===== src/rtl/i2c_sequencer.sv =====
// i2c_sequencer: single-command I2C master (START, STOP, WRITE, READ_ACK, READ_NACK) driving open-drain SCL/SDA.
// Define I2C_STRETCH_EN to let a slave hold SCL low and extend any released-SCL quarter.
module i2c_sequencer #(
   parameter int CLKDIV = 70
) (
   input  logic       clk,
   input  logic       rst,
   input  logic       cmd_valid,
   input  logic [2:0] cmd,
   input  logic [7:0] wdata,
   output logic       busy,
   output logic       done,
   output logic [7:0] rdata,
   output logic       ack_rx,
   output logic       scl_o,
   output logic       sda_o,
   input  logic       scl_i,
   input  logic       sda_i
);

   localparam logic [2:0]  CMD_START     = 3'd0;
   localparam logic [2:0]  CMD_STOP      = 3'd1;
   localparam logic [2:0]  CMD_WRITE     = 3'd2;
   localparam logic [2:0]  CMD_READ_ACK  = 3'd3;
   localparam logic [2:0]  CMD_READ_NACK = 3'd4;
   localparam logic [15:0] CNT_LAST      = 16'(CLKDIV - 1);

   typedef enum logic [2:0] {
      S_IDLE,
      S_START,
      S_BIT,
      S_ACKBIT,
      S_STOP,
      S_NOP
   } state_t;

   state_t      state_reg, state_next;
   logic [2:0]  cmd_reg, cmd_next;
   logic [7:0]  tx_reg, tx_next;
   logic [7:0]  rx_reg, rx_next;
   logic [7:0]  rdata_reg, rdata_next;
   logic        ack_reg, ack_next;
   logic        done_reg, done_next;
   logic [15:0] cnt_reg, cnt_next;
   logic [1:0]  quarter_reg, quarter_next;
   logic [2:0]  bit_reg, bit_next;
   logic        scl_hold_reg, sda_hold_reg;
   logic [1:0]  sda_sync_reg;
   logic        scl_line, sda_line, bit_val;
   logic        advance, tick;

   assign busy   = (state_reg != S_IDLE);
   assign done   = done_reg;
   assign rdata  = rdata_reg;
   assign ack_rx = ack_reg;
   assign scl_o  = scl_line;
   assign sda_o  = sda_line;

   always_ff @(posedge clk) begin
      if (rst) begin
         sda_sync_reg <= 2'b11;
      end else begin
         sda_sync_reg <= {sda_sync_reg[0], sda_i};
      end
   end

`ifdef I2C_STRETCH_EN
   logic [1:0] scl_sync_reg;
   logic [1:0] scl_age_reg;

   always_ff @(posedge clk) begin
      if (rst) begin
         scl_sync_reg <= 2'b11;
         scl_age_reg  <= 2'b11;
      end else begin
         scl_sync_reg <= {scl_sync_reg[0], scl_i};
         scl_age_reg  <= {scl_age_reg[0], scl_line};
      end
   end

   // scl_age_reg delays our own release by the synchroniser depth, so a fresh release is not read as a stretch
   assign advance = !(scl_line && scl_age_reg[1] && !scl_sync_reg[1]);
`else
   logic unused_scl;
   assign unused_scl = scl_i;
   assign advance    = 1'b1;
`endif

   assign tick = advance && (cnt_reg == CNT_LAST);

   // Bit value placed on SDA during a data or acknowledge bit
   always_comb begin
      bit_val = 1'b1;
      if (state_reg == S_BIT) begin
         bit_val = (cmd_reg == CMD_WRITE) ? tx_reg[bit_reg] : 1'b1;
      end else if (state_reg == S_ACKBIT) begin
         bit_val = (cmd_reg == CMD_READ_ACK) ? 1'b0 : 1'b1;
      end
   end

   // Line levels per quarter; in IDLE the last driven levels are held
   always_comb begin
      scl_line = scl_hold_reg;
      sda_line = sda_hold_reg;
      case (state_reg)
         S_START: begin
            case (quarter_reg)
               2'd0: begin
                  sda_line = 1'b1;
               end
               2'd1: begin
                  scl_line = 1'b1;
                  sda_line = 1'b1;
               end
               2'd2: begin
                  scl_line = 1'b1;
                  sda_line = 1'b0;
               end
               default: begin
                  scl_line = 1'b0;
                  sda_line = 1'b0;
               end
            endcase
         end
         S_BIT, S_ACKBIT: begin
            scl_line = (quarter_reg == 2'd1) || (quarter_reg == 2'd2);
            sda_line = bit_val;
         end
         S_STOP: begin
            case (quarter_reg)
               2'd0: begin
                  scl_line = 1'b0;
                  sda_line = 1'b0;
               end
               2'd1: begin
                  scl_line = 1'b1;
                  sda_line = 1'b0;
               end
               default: begin
                  scl_line = 1'b1;
                  sda_line = 1'b1;
               end
            endcase
         end
         default: begin
            scl_line = scl_hold_reg;
            sda_line = sda_hold_reg;
         end
      endcase
   end

   always_comb begin
      state_next   = state_reg;
      cmd_next     = cmd_reg;
      tx_next      = tx_reg;
      rx_next      = rx_reg;
      rdata_next   = rdata_reg;
      ack_next     = ack_reg;
      done_next    = 1'b0;
      cnt_next     = cnt_reg;
      quarter_next = quarter_reg;
      bit_next     = bit_reg;
      case (state_reg)
         S_IDLE: begin
            cnt_next     = 16'd0;
            quarter_next = 2'd0;
            bit_next     = 3'd7;
            if (cmd_valid) begin
               cmd_next = cmd;
               tx_next  = wdata;
               case (cmd)
                  CMD_START:                               state_next = S_START;
                  CMD_STOP:                                state_next = S_STOP;
                  CMD_WRITE, CMD_READ_ACK, CMD_READ_NACK:  state_next = S_BIT;
                  default:                                 state_next = S_NOP;
               endcase
            end
         end
         S_NOP: begin
            state_next = S_IDLE;
            done_next  = 1'b1;
         end
         default: begin
            if (advance) begin
               cnt_next = tick ? 16'd0 : cnt_reg + 16'd1;
            end
            if (tick) begin
               quarter_next = quarter_reg + 2'd1;
               // SDA is sampled at the end of the second SCL-high quarter
               if (quarter_reg == 2'd2) begin
                  if (state_reg == S_BIT) begin
                     rx_next = {rx_reg[6:0], sda_sync_reg[1]};
                  end else if (state_reg == S_ACKBIT && cmd_reg == CMD_WRITE) begin
                     ack_next = sda_sync_reg[1];
                  end
               end
               if (quarter_reg == 2'd3) begin
                  case (state_reg)
                     S_BIT: begin
                        if (bit_reg == 3'd0) begin
                           state_next = S_ACKBIT;
                        end else begin
                           bit_next = bit_reg - 3'd1;
                        end
                     end
                     S_ACKBIT: begin
                        state_next = S_IDLE;
                        done_next  = 1'b1;
                        if (cmd_reg != CMD_WRITE) begin
                           rdata_next = rx_reg;
                        end
                     end
                     default: begin
                        state_next = S_IDLE;
                        done_next  = 1'b1;
                     end
                  endcase
               end
            end
         end
      endcase
   end

   always_ff @(posedge clk) begin
      if (rst) begin
         state_reg    <= S_IDLE;
         cmd_reg      <= 3'd0;
         tx_reg       <= 8'h00;
         rx_reg       <= 8'h00;
         rdata_reg    <= 8'h00;
         ack_reg      <= 1'b1;
         done_reg     <= 1'b0;
         cnt_reg      <= 16'd0;
         quarter_reg  <= 2'd0;
         bit_reg      <= 3'd7;
         scl_hold_reg <= 1'b1;
         sda_hold_reg <= 1'b1;
      end else begin
         state_reg    <= state_next;
         cmd_reg      <= cmd_next;
         tx_reg       <= tx_next;
         rx_reg       <= rx_next;
         rdata_reg    <= rdata_next;
         ack_reg      <= ack_next;
         done_reg     <= done_next;
         cnt_reg      <= cnt_next;
         quarter_reg  <= quarter_next;
         bit_reg      <= bit_next;
         if (state_reg != S_IDLE) begin
            scl_hold_reg <= scl_line;
            sda_hold_reg <= sda_line;
         end
      end
   end

endmodule


===== config.mk =====
export PLATFORM = sky130hd
export DESIGN_NAME = i2c_sequencer
export DESIGN_NICKNAME = d
export VERILOG_FILES = /design/src/rtl/i2c_sequencer.sv
export SDC_FILE = /design/constraint.sdc
export NUM_CORES = 1
export LEC_CHECK = 0
export ABC_AREA = 1
export CORE_AREA = 3 3 101 103
export DETAILED_ROUTE_END_ITERATION = 12
export DIE_AREA = 0 0 104 106
export GPL_TIMING_DRIVEN = 0
export HOLD_SLACK_MARGIN = 0.1
export PLACE_DENSITY = 0.46
export SLEW_MARGIN = 20
export SYNTH_ARGS = -nofsm -noshare
export SYNTH_HDL_FRONTEND = slang
export SYNTH_SLANG_ARGS = --single-unit

===== constraint.sdc =====
create_clock -name clk -period 3.95 [get_ports clk]
set_input_delay 0.395 -clock clk [delete_from_list [all_inputs] [get_ports clk]]
set_output_delay 0.395 -clock clk [all_outputs]
set_load 0.1 [all_outputs]

# Word-level counts from Yosys, hierarchy flattened
# Cells that the tools add are included.
# op_classes
addsub	3
order_cmp	1
n_eq_ne	19
n_mux	32
bitwise_logic	3
n_reduce_logical	24
# ops
op	n
$pmux W16 S2	1
$mux W3	9
$eq A3 B2 Y1 const B	6
$add A16 B1 Y16 const B	1
$eq A16 B7 Y1 const B	1
$mux W16	1
$reduce_and A5 Y1	3
$pmux W3 S2	2
$mux W1	11
$eq A3 B3 Y1 const B	3
$logic_not A3 Y1	3
$pmux W3 S3	1
$reduce_bool A3 Y1	3
$reduce_and A4 Y1	2
$reduce_or A2 Y1	4
$eq A3 B1 Y1 const B	2
$pmux W1 S3	2
$reduce_bool A2 Y1	3
$eq A2 B2 Y1 const B	2
$lt A3 B4 Y1 const B	1
$ne A4 B1 Y1 const B	1
$pmux W1 S2	2
$pmux W2 S2	1
$reduce_and A2 Y1	2
other kinds (13)	15
# totals
register_bits	57
in_bits	16
output_inout_bits	13
elab_cells	95

# Depth between registers and ports, before layout
# logic_depth
depth_word	6
depth_mapped	11
ltp_nobuf	10

# Worst setup path before layout
# Ideal clock, no wire load.
# synth_timing
path_type	reg2out
startpoint	register state_reg[1]
endpoint	output sda_o
arrival_time_ps	1804
required_ps	3555
path_slack_ps	1751
path_stages_with_launch	11
n_path_buf	0
path_cell_list	dfxtp_1 -> inv_1 -> nor3_1 -> inv_1 -> nand2_1 -> o21ai_0 -> inv_1 -> nand2_1 -> nand2_1 -> nand2_1 -> inv_1
# synth_between
elab_chain_cells	4
elab_cells_between_ends	8
# synth_lines
item	line	source
start, declared	37	state_t state_reg, state_next;
start signal, assigned	239	state_reg <= state_next;
$eq A3 B2 Y1	96, 105	
$mux W1	96	end else if (state_reg == S_ACKBIT) begin
$mux W1	94	if (state_reg == S_BIT) begin
$pmux W1 S3 *	105	case (state_reg)
end, declared	16	output logic sda_o,
# Mark *: on every way between the ends. The rest lies on a longest branch, timed or not.

# Final worst setup path
# Same ends and word-level chain as after synthesis.

==> flow_summary.toml <==
[run_status]
outcome = "complete, no violations"

[synth]
synth_cell_types = 34
sequential_to_total_area_share_from_yosys_stat_pct = 40.99
gate_count_post_synth = 411
yosys_reg_bits = 57
yosysWarnings = 0
synth_fp_nets = 435
synth-edff-count = 0
syn_std_cell_area_um2 = 2784
top_ff_cell_synth = "sky130_fd_sc_hd__dfxtp_1"
synthesis.area_per_instance_um2 = 6.774
ys_async_sr_fraction_pct = 0

[drt]
drc = 0
route.detailed.wl_per_inst_um = 10.98
detailedRoute.firstIterationViolations = 63
routed_wirelength_um = 6393
detailed_routing_iteration_count_for_the_pre_antenna_repair_pass = 4
detail-route-antenna-nets = 0
num_vias = 2535
drt-vias-per-instance = 4.356

[floorplanning]
num_io_pins = 29
dieArea_um2 = 11020
start_util_pct = 29.99
std_cell_rows = 35
fp.coreArea_um2 = 9284
dieHeight_um = 106
die-width_um = 104

[setup_path]
worstPathArrival_ns = 3.17
crit_path_top_delay_cell = "sky130_fd_sc_hd__clkdlybuf4s50_1"
critPathBufInv = 5
cp-startpoint = "state_reg[1]"
path_delay_family = "buffers and inverters"
worst-path-max-fanout = 5
r2r_slack_ns = 2.07
setup.worst_path.end_class = "output pin"
cp_slowest_stage_delay_ns = 1.12
instance_count_on_the_critical_path = 11
worst_ep_required_time_ns = 3.56
worst-setup-path-type = "reg -> out"
critPathCapture = "sda_o"
timing.rr.start = "cnt_reg[0]"
crit_path_start_kind = "register"
crit-reg2reg-capture = "quarter_reg[1]"
path_cells = "inv_1 > nor3_1 > inv_1 > nand2_1 > o21ai_0 > inv_1 > nand2_1 > nand2_1 > nand2_1 > inv_1 > clkdlybuf4s50_1"
r2r.worst_path.cells = 8

[global_routing]
groute.usage.overall_pct = 12.41
grt_pass1_wl_um = 11170
grt-ovfl-total = 0
number_of_global_route_vias_before_repair = 2476
initial_antenna_violation_count = 0
grt_max_degree = 12

[run]
timing.max_cap.violations = 0

[sta]
hold_viol = 0
fin_worst_setup_slack_ns = 0.3854
timing.max_slew.rel_slack_pct = 35.04
setup-tns-final_ns = 0
tightest_slew_ns = 0.9714
fin_skew_ns = 0.01285
layout_min_cycle_time_ns = 3.565
min_period_over_period_pct = 90.24
fmax_mhz = 280.5
grt_setup_unrepaired = "false"
timing_max_transition_violations_final = 0
finalSetupViolations = 0

[power_and_ir_drop]
p_leak_nw = 1.486
cellPowerDensity_nw_per_um2 = 679.6
totalPowerFinal_mw = 2.326
max-vdd-ir-drop_uv = 391.9

[cts]
cts_repair_resize_count = 0
clock_path_buffers = 2
cts_setup_buffers = 0
clock_sinks = 57
clock_latency_ns = 0.34
cts_htree_levels = 3
tritoncts = "yes"
cts_clk_pin_slew_worst_paths_ns = 0.07
post_cts_hold_buffer_count = 0
number_of_buffers_created_by_cts = 9
clk_root_buffer_cell = "sky130_fd_sc_hd__clkbuf_8"

[final_layout]
n_fill_cell = 1030
syn_to_final_growth_pct = 22.97
post_route_cells_drive_above_1_share_pct = 7.947
stdcell_area_um2 = 3423
total_nets_final = 472
insertedDiodeCount = 0
layout.core_utilization_pct = 36.87
largest_register_ff_count = 16

[place]
place_worst_setup_slack_ns = 0.7161
io_buffers = 26
globalplace.congestion = 0.7967
dp_hpwl_um = 4737
postPlaceCellArea_um2 = 3206

[worst_hold_path]
worstHoldPathType = "reg -> reg"
## per-layer routing
layer / track usage (%) / vias to the layer above / share of wire (%)
met5: 0 / - / 0
met4: 4.368 / 0 / 0.91
met3: 3.218 / 5 / 3.3
met2: 21.73 / 26 / 48
met1: 14.70 / 1138 / 48
li1: - / 1366 / -
## logic make-up after synthesis
| group | Yosys count | share of synthesized area [%] |
|---|---|---|
| simple gates | 234 | 36.36 |
| buf+inv | 61 | 8.854 |
| flops | 57 | 40.99 |
| compound gates | 47 | 8.944 |
| fa+ha+maj | 8 | 3.596 |
| xor+xnor | 4 | 1.259 |
## cell type report
type                    instances  area (um2)  area share [%]
plain buffers                  10       55.05           1.608
clock buffers                   9       123.9           3.618
clock inverters                 7       93.84           2.741
inverters                      51       191.4           5.592
multi-input cells             293        1396           40.79
flip-flops and latches         57        1141           33.33
well taps                     129       161.4           4.715
repair buffers                 26       260.3           7.602
## cell usage in the layout (no fill, tap or decap), drive strengths merged
cell	Yosys	routed
a21oi	23	23
a31oi	1	1
and2	1	1
and3	1	1
buf	4	4
bufinv	0	2
clkbuf	6	15
clkdlybuf4s50	0	26
clkinv	1	3
clkinvlp	0	2
dfxtp	57	57
ha	8	8
inv	50	51
nand2	104	104
nand3	30	30
nand3b	1	1
nand4	3	3
nor2	78	78
nor3	11	11
nor3b	1	1
nor4	1	1
o211ai	2	2
o21ai	19	19
o21bai	1	1
o22ai	1	1
or2	3	3
xnor2	1	1
xor2	3	3
## power breakdown
group          leakage [nW]  total, mW  switching, mW  internal [mW]
clock                 0.106      0.603          0.249          0.355
sequential            0.464      0.697         0.0491          0.648
combinational         0.917       1.03          0.759          0.268
total                  1.49       2.33           1.06           1.27
## per-stage QoR
stage	instances	hold WS, ns
2_1_floorplan	411	0.3895
3_3_place_gp	566	0.3966
3_5_place_dp	566	0.4011
4_1_cts	582	0.4197
5_1_grt	582	0.4385
6_report	582	0.4129
## Yosys cell counts (2+ instances only)
master | number | area share (%)
sky130_fd_sc_hd__inv_2 | 2 | 0.27
sky130_fd_sc_hd__o211ai_1 | 2 | 0.54
sky130_fd_sc_hd__inv_1 | 48 | 6.5
sky130_fd_sc_hd__clkbuf_1 | 6 | 0.81
sky130_fd_sc_hd__buf_2 | 2 | 0.36
sky130_fd_sc_hd__buf_6 | 2 | 0.81
sky130_fd_sc_hd__nand2_1 | 100 | 13
sky130_fd_sc_hd__nand4_1 | 3 | 0.67
sky130_fd_sc_hd__ha_1 | 8 | 3.6
sky130_fd_sc_hd__xor2_1 | 3 | 0.94
sky130_fd_sc_hd__nor3_1 | 10 | 1.8
sky130_fd_sc_hd__nand2_4 | 2 | 0.81
sky130_fd_sc_hd__nand2_2 | 2 | 0.45
sky130_fd_sc_hd__nor2_1 | 75 | 10
sky130_fd_sc_hd__dfxtp_1 | 57 | 41
sky130_fd_sc_hd__or2_2 | 2 | 0.45
sky130_fd_sc_hd__nand3_1 | 28 | 5.0
sky130_fd_sc_hd__nand3_2 | 2 | 0.72
sky130_fd_sc_hd__nor2_2 | 3 | 0.67
sky130_fd_sc_hd__o21ai_0 | 18 | 3.2
sky130_fd_sc_hd__a21oi_1 | 23 | 4.1
## worst reg2reg max path, stage by stage, from the launching register on
cell	delay [ns]
sky130_fd_sc_hd__dfxtp_1	0.38
sky130_fd_sc_hd__ha_1	0.19
sky130_fd_sc_hd__nand2_1	0.06
sky130_fd_sc_hd__nor2_1	0.14
sky130_fd_sc_hd__nand3_2	0.18
sky130_fd_sc_hd__nand2_1	0.24
sky130_fd_sc_hd__nand2_1	0.24
sky130_fd_sc_hd__nand2_2	0.25
sky130_fd_sc_hd__o21ai_0	0.10
## how the worst min path moves through the flow
stage                     slack, ns               to  depth (start not counted)             from
final                          0.41  sda_sync_reg[1]                          1  sda_sync_reg[0]
after global routing           0.44  sda_sync_reg[1]                          1  sda_sync_reg[0]
after detailed placement       0.40  sda_sync_reg[1]                          1  sda_sync_reg[0]
after floorplan                0.39  sda_sync_reg[1]                          1  sda_sync_reg[0]
after CTS                      0.42  sda_sync_reg[1]                          1  sda_sync_reg[0]
after global placement         0.40  sda_sync_reg[1]                          1  sda_sync_reg[0]
Power figures use the tool's default switching activity.
